`src/rtl/uart_rx_pkg.sv`:
```
// uart_rx_pkg
//   Shared definitions for the UART receive deframer: data width, bit-counter
//   width and the deframer FSM state encoding.
package uart_rx_pkg;

  localparam int UART_DATA_BITS = 8;
  localparam int UART_CNT_W     = $clog2(UART_DATA_BITS);

  typedef enum logic [1:0] {
    IDLE,
    DATA,
    PARITY,
    STOP
  } rx_state_e;

endpackage

```
`src/rtl/uart_rx_deframer_if.sv`:
```
// uart_rx_deframer_if
//   Bundles the serial line and the byte-side results of the deframer.
//   Ports (signals):
//     rx_in       serial line, idles high
//     rx_dataout  received byte, bit 0 = first data bit on the line
//     rx_valid    one-cycle pulse for a complete, error-free frame
//     pb_error    parity error flag for the last frame
//     sb_error    stop-bit (framing) error flag for the last frame
//   Modports:
//     master  line driver / byte consumer side
//     slave   the deframer itself
interface uart_rx_deframer_if;
  import uart_rx_pkg::*;

  logic                      rx_in;
  logic [UART_DATA_BITS-1:0] rx_dataout;
  logic                      rx_valid;
  logic                      pb_error;
  logic                      sb_error;

  modport master (
    output rx_in,
    input  rx_dataout, rx_valid, pb_error, sb_error
  );

  modport slave (
    input  rx_in,
    output rx_dataout, rx_valid, pb_error, sb_error
  );

endinterface

```
`src/rtl/uart_rx_shift.sv`:
```
// uart_rx_shift
//   Serial-in / parallel-out register. Each enabled cycle the new bit enters
//   at the MSB and the register shifts right, so after W shifts the first bit
//   received sits in bit 0 (LSB-first line order).
//   Ports:
//     clk       bit clock
//     rst       asynchronous active-low reset (clears the register)
//     shift_en  shift one bit in this cycle
//     din       serial input bit
//     dout      parallel contents
module uart_rx_shift
  import uart_rx_pkg::*;
#(
  parameter int W = UART_DATA_BITS
) (
  input  logic         clk,
  input  logic         rst,
  input  logic         shift_en,
  input  logic         din,
  output logic [W-1:0] dout
);

  always_ff @(posedge clk or negedge rst) begin
    if (!rst)          dout <= '0;
    else if (shift_en) dout <= {din, dout[W-1:1]};
  end

endmodule

```
`src/rtl/uart_rx_deframer.sv`:
```
// uart_rx_deframer
//   Receive-side UART deframer, one line bit per clk (no oversampling).
//   Frame: start(0), 8 data bits LSB-first, parity, stop(1).
//   Parameters:
//     PARITY_ODD  0 = even parity, 1 = odd parity
//   Ports:
//     clk   bit clock, line sampled on the rising edge
//     rst   asynchronous active-low reset; aborts any frame in progress
//     bus   uart_rx_deframer_if.slave (rx_in, rx_dataout, rx_valid,
//           pb_error, sb_error); all outputs are registered
//   Configuration macro:
//     UART_RX_STOP_CHECK_EN  when defined, the stop bit is checked, sb_error
//                            is live and the break guard (armed) is present;
//                            when undefined, sb_error = 0 and armed = 1.
module uart_rx_deframer
  import uart_rx_pkg::*;
#(
  parameter bit PARITY_ODD = 1'b0
) (
  input  logic               clk,
  input  logic               rst,
  uart_rx_deframer_if.slave  bus
);

  localparam logic [UART_CNT_W-1:0] CNT_LAST = UART_CNT_W'(UART_DATA_BITS - 1);

  rx_state_e                 state_q, state_nxt;
  logic [UART_CNT_W-1:0]     cnt_q, cnt_nxt;
  logic [UART_DATA_BITS-1:0] data_q;
  logic                      shift_en;
  logic                      valid_q, valid_nxt;
  logic                      pb_q, pb_nxt;
  logic                      sb_q;
  logic                      armed_q;
  logic                      exp_par;

`ifdef UART_RX_STOP_CHECK_EN
  logic                      sb_nxt;
  logic                      armed_nxt;
`else
  assign sb_q    = 1'b0;
  assign armed_q = 1'b1;
`endif

  uart_rx_shift #(.W(UART_DATA_BITS)) u_shift (
    .clk      (clk),
    .rst      (rst),
    .shift_en (shift_en),
    .din      (bus.rx_in),
    .dout     (data_q)
  );

  // Parity bit that makes the frame match the selected parity sense.
  assign exp_par = (^data_q) ^ PARITY_ODD;

  always_ff @(posedge clk or negedge rst) begin
    if (!rst) begin
      state_q <= IDLE;
      cnt_q   <= '0;
      valid_q <= 1'b0;
      pb_q    <= 1'b0;
`ifdef UART_RX_STOP_CHECK_EN
      sb_q    <= 1'b0;
      armed_q <= 1'b1;
`endif
    end else begin
      state_q <= state_nxt;
      cnt_q   <= cnt_nxt;
      valid_q <= valid_nxt;
      pb_q    <= pb_nxt;
`ifdef UART_RX_STOP_CHECK_EN
      sb_q    <= sb_nxt;
      armed_q <= armed_nxt;
`endif
    end
  end

  always_comb begin
    state_nxt = state_q;
    cnt_nxt   = cnt_q;
    shift_en  = 1'b0;
    valid_nxt = 1'b0;
    pb_nxt    = pb_q;
`ifdef UART_RX_STOP_CHECK_EN
    sb_nxt    = sb_q;
    armed_nxt = armed_q;
`endif
    case (state_q)
      IDLE: begin
        // A low line is only a start bit once the line has been seen high
        // since the last framing error; a held break cannot retrigger.
        if (!bus.rx_in && armed_q) begin
          state_nxt = DATA;
          cnt_nxt   = '0;
          pb_nxt    = 1'b0;
`ifdef UART_RX_STOP_CHECK_EN
          sb_nxt    = 1'b0;
`endif
        end
`ifdef UART_RX_STOP_CHECK_EN
        if (bus.rx_in) armed_nxt = 1'b1;
`endif
      end
      DATA: begin
        shift_en = 1'b1;
        cnt_nxt  = cnt_q + 1'b1;
        if (cnt_q == CNT_LAST) state_nxt = PARITY;
      end
      PARITY: begin
        // A parity failure drops the frame here; the stop bit then lands in
        // IDLE, where its high level simply re-arms.
        if (bus.rx_in != exp_par) begin
          pb_nxt    = 1'b1;
          state_nxt = IDLE;
        end else begin
          state_nxt = STOP;
        end
      end
      STOP: begin
        state_nxt = IDLE;
`ifdef UART_RX_STOP_CHECK_EN
        if (bus.rx_in) begin
          valid_nxt = 1'b1;
        end else begin
          sb_nxt    = 1'b1;
          armed_nxt = 1'b0;
        end
`else
        valid_nxt = 1'b1;
`endif
      end
      default: state_nxt = IDLE;
    endcase
  end

  assign bus.rx_dataout = data_q;
  assign bus.rx_valid   = valid_q;
  assign bus.pb_error   = pb_q;
  assign bus.sb_error   = sb_q;

endmodule

```
`src/flat_wrapper.sv`:
```
// flat-port wrapper written by rule: the top's interface ports become plain ports
module uart_rx_deframer_flat import uart_rx_pkg::*;
#(
  parameter bit PARITY_ODD = 1'b0
)
  (clk, rst, bus_rx_in, bus_rx_dataout, bus_rx_valid, bus_pb_error, bus_sb_error);
  uart_rx_deframer_if bus_i ();
  input  logic clk;
  input  logic rst;
  input wire logic [$bits(bus_i.rx_in)-1:0] bus_rx_in;
  output wire logic [$bits(bus_i.rx_dataout)-1:0] bus_rx_dataout;
  output wire logic [$bits(bus_i.rx_valid)-1:0] bus_rx_valid;
  output wire logic [$bits(bus_i.pb_error)-1:0] bus_pb_error;
  output wire logic [$bits(bus_i.sb_error)-1:0] bus_sb_error;
  assign bus_i.rx_in = bus_rx_in;
  assign bus_rx_dataout = bus_i.rx_dataout;
  assign bus_rx_valid = bus_i.rx_valid;
  assign bus_pb_error = bus_i.pb_error;
  assign bus_sb_error = bus_i.sb_error;
  uart_rx_deframer #(.PARITY_ODD(PARITY_ODD)) u_core (.clk(clk), .rst(rst), .bus(bus_i));
endmodule
```
`config.mk`:
```
export PLATFORM = sky130hd
export DESIGN_NAME = uart_rx_deframer_flat
export DESIGN_NICKNAME = d
export VERILOG_FILES = /design/src/rtl/uart_rx_pkg.sv /design/src/rtl/uart_rx_deframer_if.sv /design/src/rtl/uart_rx_shift.sv /design/src/rtl/uart_rx_deframer.sv /design/src/flat_wrapper.sv
export SDC_FILE = /design/constraint.sdc
export NUM_CORES = 1
export LEC_CHECK = 0
export ABC_AREA = 1
export CORE_UTILIZATION = 25
export DETAILED_ROUTE_END_ITERATION = 8
export GPL_ROUTABILITY_DRIVEN = 0
export PLACE_DENSITY_LB_ADDON = 0.2
export SETUP_SLACK_MARGIN = 0.02
export SLEW_MARGIN = 20
export SYNTH_ARGS = -nofsm -noshare
export SYNTH_HDL_FRONTEND = slang
export SYNTH_SLANG_ARGS = --single-unit
export TNS_END_PERCENT = 1
```
`constraint.sdc`:
```
create_clock -name clk -period 2.7 [get_ports clk]
set_input_delay 0.54 -clock clk [delete_from_list [all_inputs] [get_ports clk]]
set_output_delay 0.54 -clock clk [all_outputs]
set_load 0.05 [all_outputs]
```
==> results.cfg, run 1 <==
[outcome]
violations = design-rule violations
status = complete, but fails checks

[grt]
grt_pass1_wl_um = 2510
grt_overflow = 0
grt_max_degree = 18
antenna_found_initial = 0
grt_pass1_vias = 591
grtUsageTotal = 0.104

[synth]
synth_area_per_cell_um2 = 7.79
ys_ff_latch = 15
muxShareOfSynthArea = 0
synth_nets = 103
yosysTopAreaCell = dfrtp_1
synth_top_family_by_area = simple AND/OR/NAND/NOR gates
synth_seq_area_share = 0.492
synthDistinctLibCells = 17
synth_area_um2 = 763
synth_top_area_share = 0.492
synth_fa_ha_area_frac = 0.0328
synth-simple-area-share = 0.293
synth_compound_area_frac = 0.0705
synth_warnings = 0
synth_xor_area_frac = 0.0115
synthTopCellsByArea = dfrtp_1 (49%), nand2_1 (16%), inv_1 (6.9%)
synth_cells = 98

[floorplanning]
die-height_um = 57.3
num_rows = 19
core_area_um2 = 2830
dieArea_um2 = 3280
die_w_um = 57.3
io_pins = 14
initial_core_util = 0.270

[worst_setup_path]
setup.worst_path.start = u_core.u_shift.dout[3]
worstSetupEndpoint = bus_rx_dataout[3]
end_kind = primary output
r2r_start = u_core.state_q[1]
slowest_delay_ps = 830
cp_num_buf_inv = 1
cp.depth = 1
required_ps = 2160
critPathLaunchType = register
cp_slowest_cell = clkdlybuf4s50_1
rr_worst_depth = 4
path_cells = clkdlybuf4s50_1
r2r-end = u_core.state_q[0]
r2r_slack_ps = 1380
critPathMaxFanout = 5
worstSetupPathType = register to primary output
cp_top_family = buffers and inverters
cp.arrival_ps = 1540

[sta]
setup_viol = 0
maxSlewHeadroom = 0.547
rsz0062_at_grt = false
fmax_ghz = 0.480
fin_crit_sh = 0.771
finalWorstSetupSlack_ps = 618
worst_slew_pin_slew_ps = 677
timing.hold.ws_ps = 494
final_hold_viol_count = 0
fin_worst_skew_ps = 5.32
finalSetupTns_ps = 0
min_period_ps = 2080
maxSlewViolCount = 0

[drt]
drt-wirelength-per-cell_um = 9.73
first_pass_iters = 6
drc_errors = 4
antenna_left = 0
vias_per_cell = 4.24
vias = 606
wirelength_um = 1390
drtIter0Drc = 9

[cells_and_area]
final_nets = 118
seqCellArea_um2 = 375
num-fill-cells = 313
syn2layout_area_growth_pct = 22.6
diodes = 0
drive_gt1_frac = 0.0893
multiInputGateArea_um2 = 315
design_area_um2 = 936

[cts]
cts.repair.resized = 0
cts_tree = built
cts_buffers = 3
cts_buffer_depth = 2
path_clk_slew_ps = 80
worstSkewPairLatency_ps = 280
post_cts_buffers = 0
h-tree-depth = 1
cts_sinks = 15
cts_root_buf = clkbuf_4
postCtsHoldBufs = 0

[run]
maxCapViolations = 0

[placed_design]
placed_area_um2 = 910
place_ws_ps = 916
port_buffers = 12
dp_hpwl_um = 1070

[min_path]
hp-start = u_core.bus.pb_error
hold_path.class = register to register
[flip-flops by register name, indices dropped and copies added (netlist names)]
register	cells
u_core.u_shift.dout	8
u_core.cnt_q	3
u_core.state_q	2
u_core.bus.rx_valid	1
u_core.bus.pb_error	1
[cell usage in the layout (no fill, tap or decap), drive strengths merged]
master	count
nand2	34
inv	16
dfrtp	15
clkdlybuf4s50	12
o21ai	9
nand3	9
nor2	7
clkbuf	4
ha	2
xor2	1
nand3b	1
a21oi	1
conb	1
[area by class of cell]
class | count | share of cell area
Clock buffer | 4 | 0.0281
Inverter | 16 | 0.0642
Multi-Input combinational cell | 65 | 0.337
Sequential cell | 15 | 0.401
Tap cell | 31 | 0.0414
Timing Repair Buffer | 12 | 0.128
[Yosys cell counts, drive strengths merged]
library cell	instances
a21oi	1
buf	2
conb	1
dfrtp	15
ha	2
inv	16
nand2	34
nand3	9
nand3b	1
nor2	7
o21ai	9
xor2	1
[stage by stage]
step | instances | utilization
2_1_floorplan | 98 | -
3_3_place_gp | 139 | 0.322
3_5_place_dp | 139 | 0.322
4_1_cts | 143 | 0.331
5_1_grt | 143 | 0.331
6_report | 143 | 0.331
[routing by layer]
metal / track usage / routed length [µm] / part of all wire / up-vias
li1: - / - / - / 327
met1: 0.134 / 736 / 0.53 / 263
met2: 0.148 / 568 / 0.41 / 14
met3: 0.0499 / 65 / 0.047 / 2
met4: 0.0418 / 21 / 0.015 / 0
met5: 0 / 0 / 0 / -
[worst min-delay path by stage]
stage / slack, ps / cells after the start / endpoint
2_1_floorplan: 240 / 0 / u_core.bus.pb_error
3_3_place_gp: 470 / 2 / u_core.bus.pb_error
3_5_place_dp: 480 / 2 / u_core.bus.pb_error
4_1_cts: 500 / 2 / u_core.bus.pb_error
5_1_grt: 550 / 1 / u_core.cnt_q[0]
6_report: 490 / 2 / u_core.bus.pb_error
[kinds of logic after synthesis]
family | count (synthesis)
flip-flops | 15
AO/OA/AOI/OAI | 10
XOR/XNOR | 1
other | 1
adder cells (fa/ha/maj) | 2
buffers and inverters | 18
AND/OR/NAND/NOR | 51
Power of run 1 is left out: the tool's default activity adds up to more than one toggle a clock period on the data nets, which glitch-free logic cannot reach.
==> run 2: changes to the inputs <==
Clock period 2.7 ns to 1.9 ns, I/O delays scaled along.
==> run 2 against run 1 <==
  * Register-to-register slack worse by 720 ps
  * The run still ends with design-rule violations left
  * Via count up 2.3%
  * Global-route usage down 0.45 points
  * Clock skew up 5.8 ps
  * Setup slack worse by 500 ps
==> results.cfg, run 2 (synthesis gave the netlist of run 1 again) <==
[outcome]
status = complete, but fails checks
violations = design-rule violations

[drt]
drtIter0Drc = 28
drt-wirelength-per-cell_um = 9.65
drc_errors = 4
vias_per_cell = 4.28
antenna_left = 0
vias = 620
first_pass_iters = 6
wirelength_um = 1400

[worst_setup_path]
worstSetupPathType = register to primary output
cp.arrival_ps = 1410
slowest_delay_ps = 790
cp_slowest_cell = clkdlybuf4s50_1
cp_top_family = buffers and inverters
critPathMaxFanout = 1
critPathLaunchType = register
required_ps = 1520
end_kind = primary output
path_cells = clkdlybuf4s50_1
cp_num_buf_inv = 1

[run]
maxCapViolations = 0

[cells_and_area]
instances_no_fill = 145
largest_reg_flops = 8
design_area_um2 = 933
final_nets = 120
layout_common_cells = nand2_1 (32), dfrtp_1 (15), inv_1 (14), buf_4 (10), o21ai_0 (9)
reg.largest.list = u_core.u_shift.dout x8, u_core.cnt_q x3, u_core.state_q x2
drive_gt1_frac = 0.175
syn2layout_area_growth_pct = 22.3
diodes = 0
max_flop_register = u_core.u_shift.dout
final_common_cell = nand2_1

[grt]
grtUsageTotal = 0.0991
grt_pass1_vias = 530
antenna_found_initial = 0
grt_max_degree = 17
grt_pass1_wl_um = 2350
grt_overflow = 0

[sta]
setup_viol = 0
rsz0062_at_grt = false
finalWorstSetupSlack_ps = 114
maxSlewViolCount = 0
fin_worst_skew_ps = 11.1
finalSetupTns_ps = 0
final_hold_viol_count = 0
fin_crit_sh = 0.940
maxSlewHeadroom = 0.666
fmax_ghz = 0.560
min_period_ps = 1790
worst_slew_pin_slew_ps = 501

[cts]
path_clk_slew_ps = 90
h-tree-depth = 1
cts_sinks = 15
cts_buffer_depth = 2
cts_root_buf = clkbuf_4
worstSkewPairLatency_ps = 290
cts_buffers = 3
postCtsHoldBufs = 0
cts_tree = built

[floorplanning]
initial_core_util = 0.270
io_pins = 14
die_w_um = 57.3
core_area_um2 = 2830
num_rows = 19
die-height_um = 57.3
dieArea_um2 = 3280

[placed_design]
place_ws_ps = 290
placed_area_um2 = 905
port_buffers = 12
dp_hpwl_um = 1050
dp.cells = 141

[min_path]
hold_path.class = input pin to async pin
-- run 2: cell types whose count changed in the layout (fill, tap and decap cells not counted) --
cell / change
dlymetal6s2s_1: +1
buf_4: +10
clkdlybuf4s50_1: -9
-- run 2: layer usage --
metal,track usage,vias up,part of all wire
met5,0,-,0
met4,0.0523,0,0.026
met3,0.0476,4,0.044
met2,0.129,12,0.40
met1,0.134,273,0.53
li1,-,331,-
-- run 2: timing repair --
| item | CTS | global route |
|---|---|---|
| endpoints found under the setup margin | 0 | 1 |
| gates resized for setup | 0 | 1 |
| buffers inserted | 0 | 0 |
-- run 2: path summary, 6_finish.rpt --
kind	startpoint	end	slack (ps)	cells after the start
worst max-delay path	u_core.bus.rx_valid	bus_rx_valid	110	1
worst min-delay path	rst	u_core.u_shift.dout[1]	400	2
worst max register to register	u_core.u_shift.dout[2]	u_core.state_q[0]	660	10
worst min register to register	u_core.bus.pb_error	u_core.bus.pb_error	480	2
max in group asynchronous	rst	u_core.cnt_q[2]	1310	2
min in group clk	u_core.bus.pb_error	u_core.bus.pb_error	480	2
-- run 2: final cells by class --
type	count	area, µm²
fill	297	1900
sequential	15	375
multi-input combinational	65	315
timing repair buffer	14	118
inverter	16	60.1
tap	31	38.8
clock buffer	4	26.3
-- run 2: per-stage QoR --
stage,util,hold WS [ps]
finish,0.330,405
global route,0.330,401
CTS,0.329,404
detailed placement,0.320,471
global placement,0.320,469
floorplan,-,84.4
Power of run 2 is left out for the same reason.
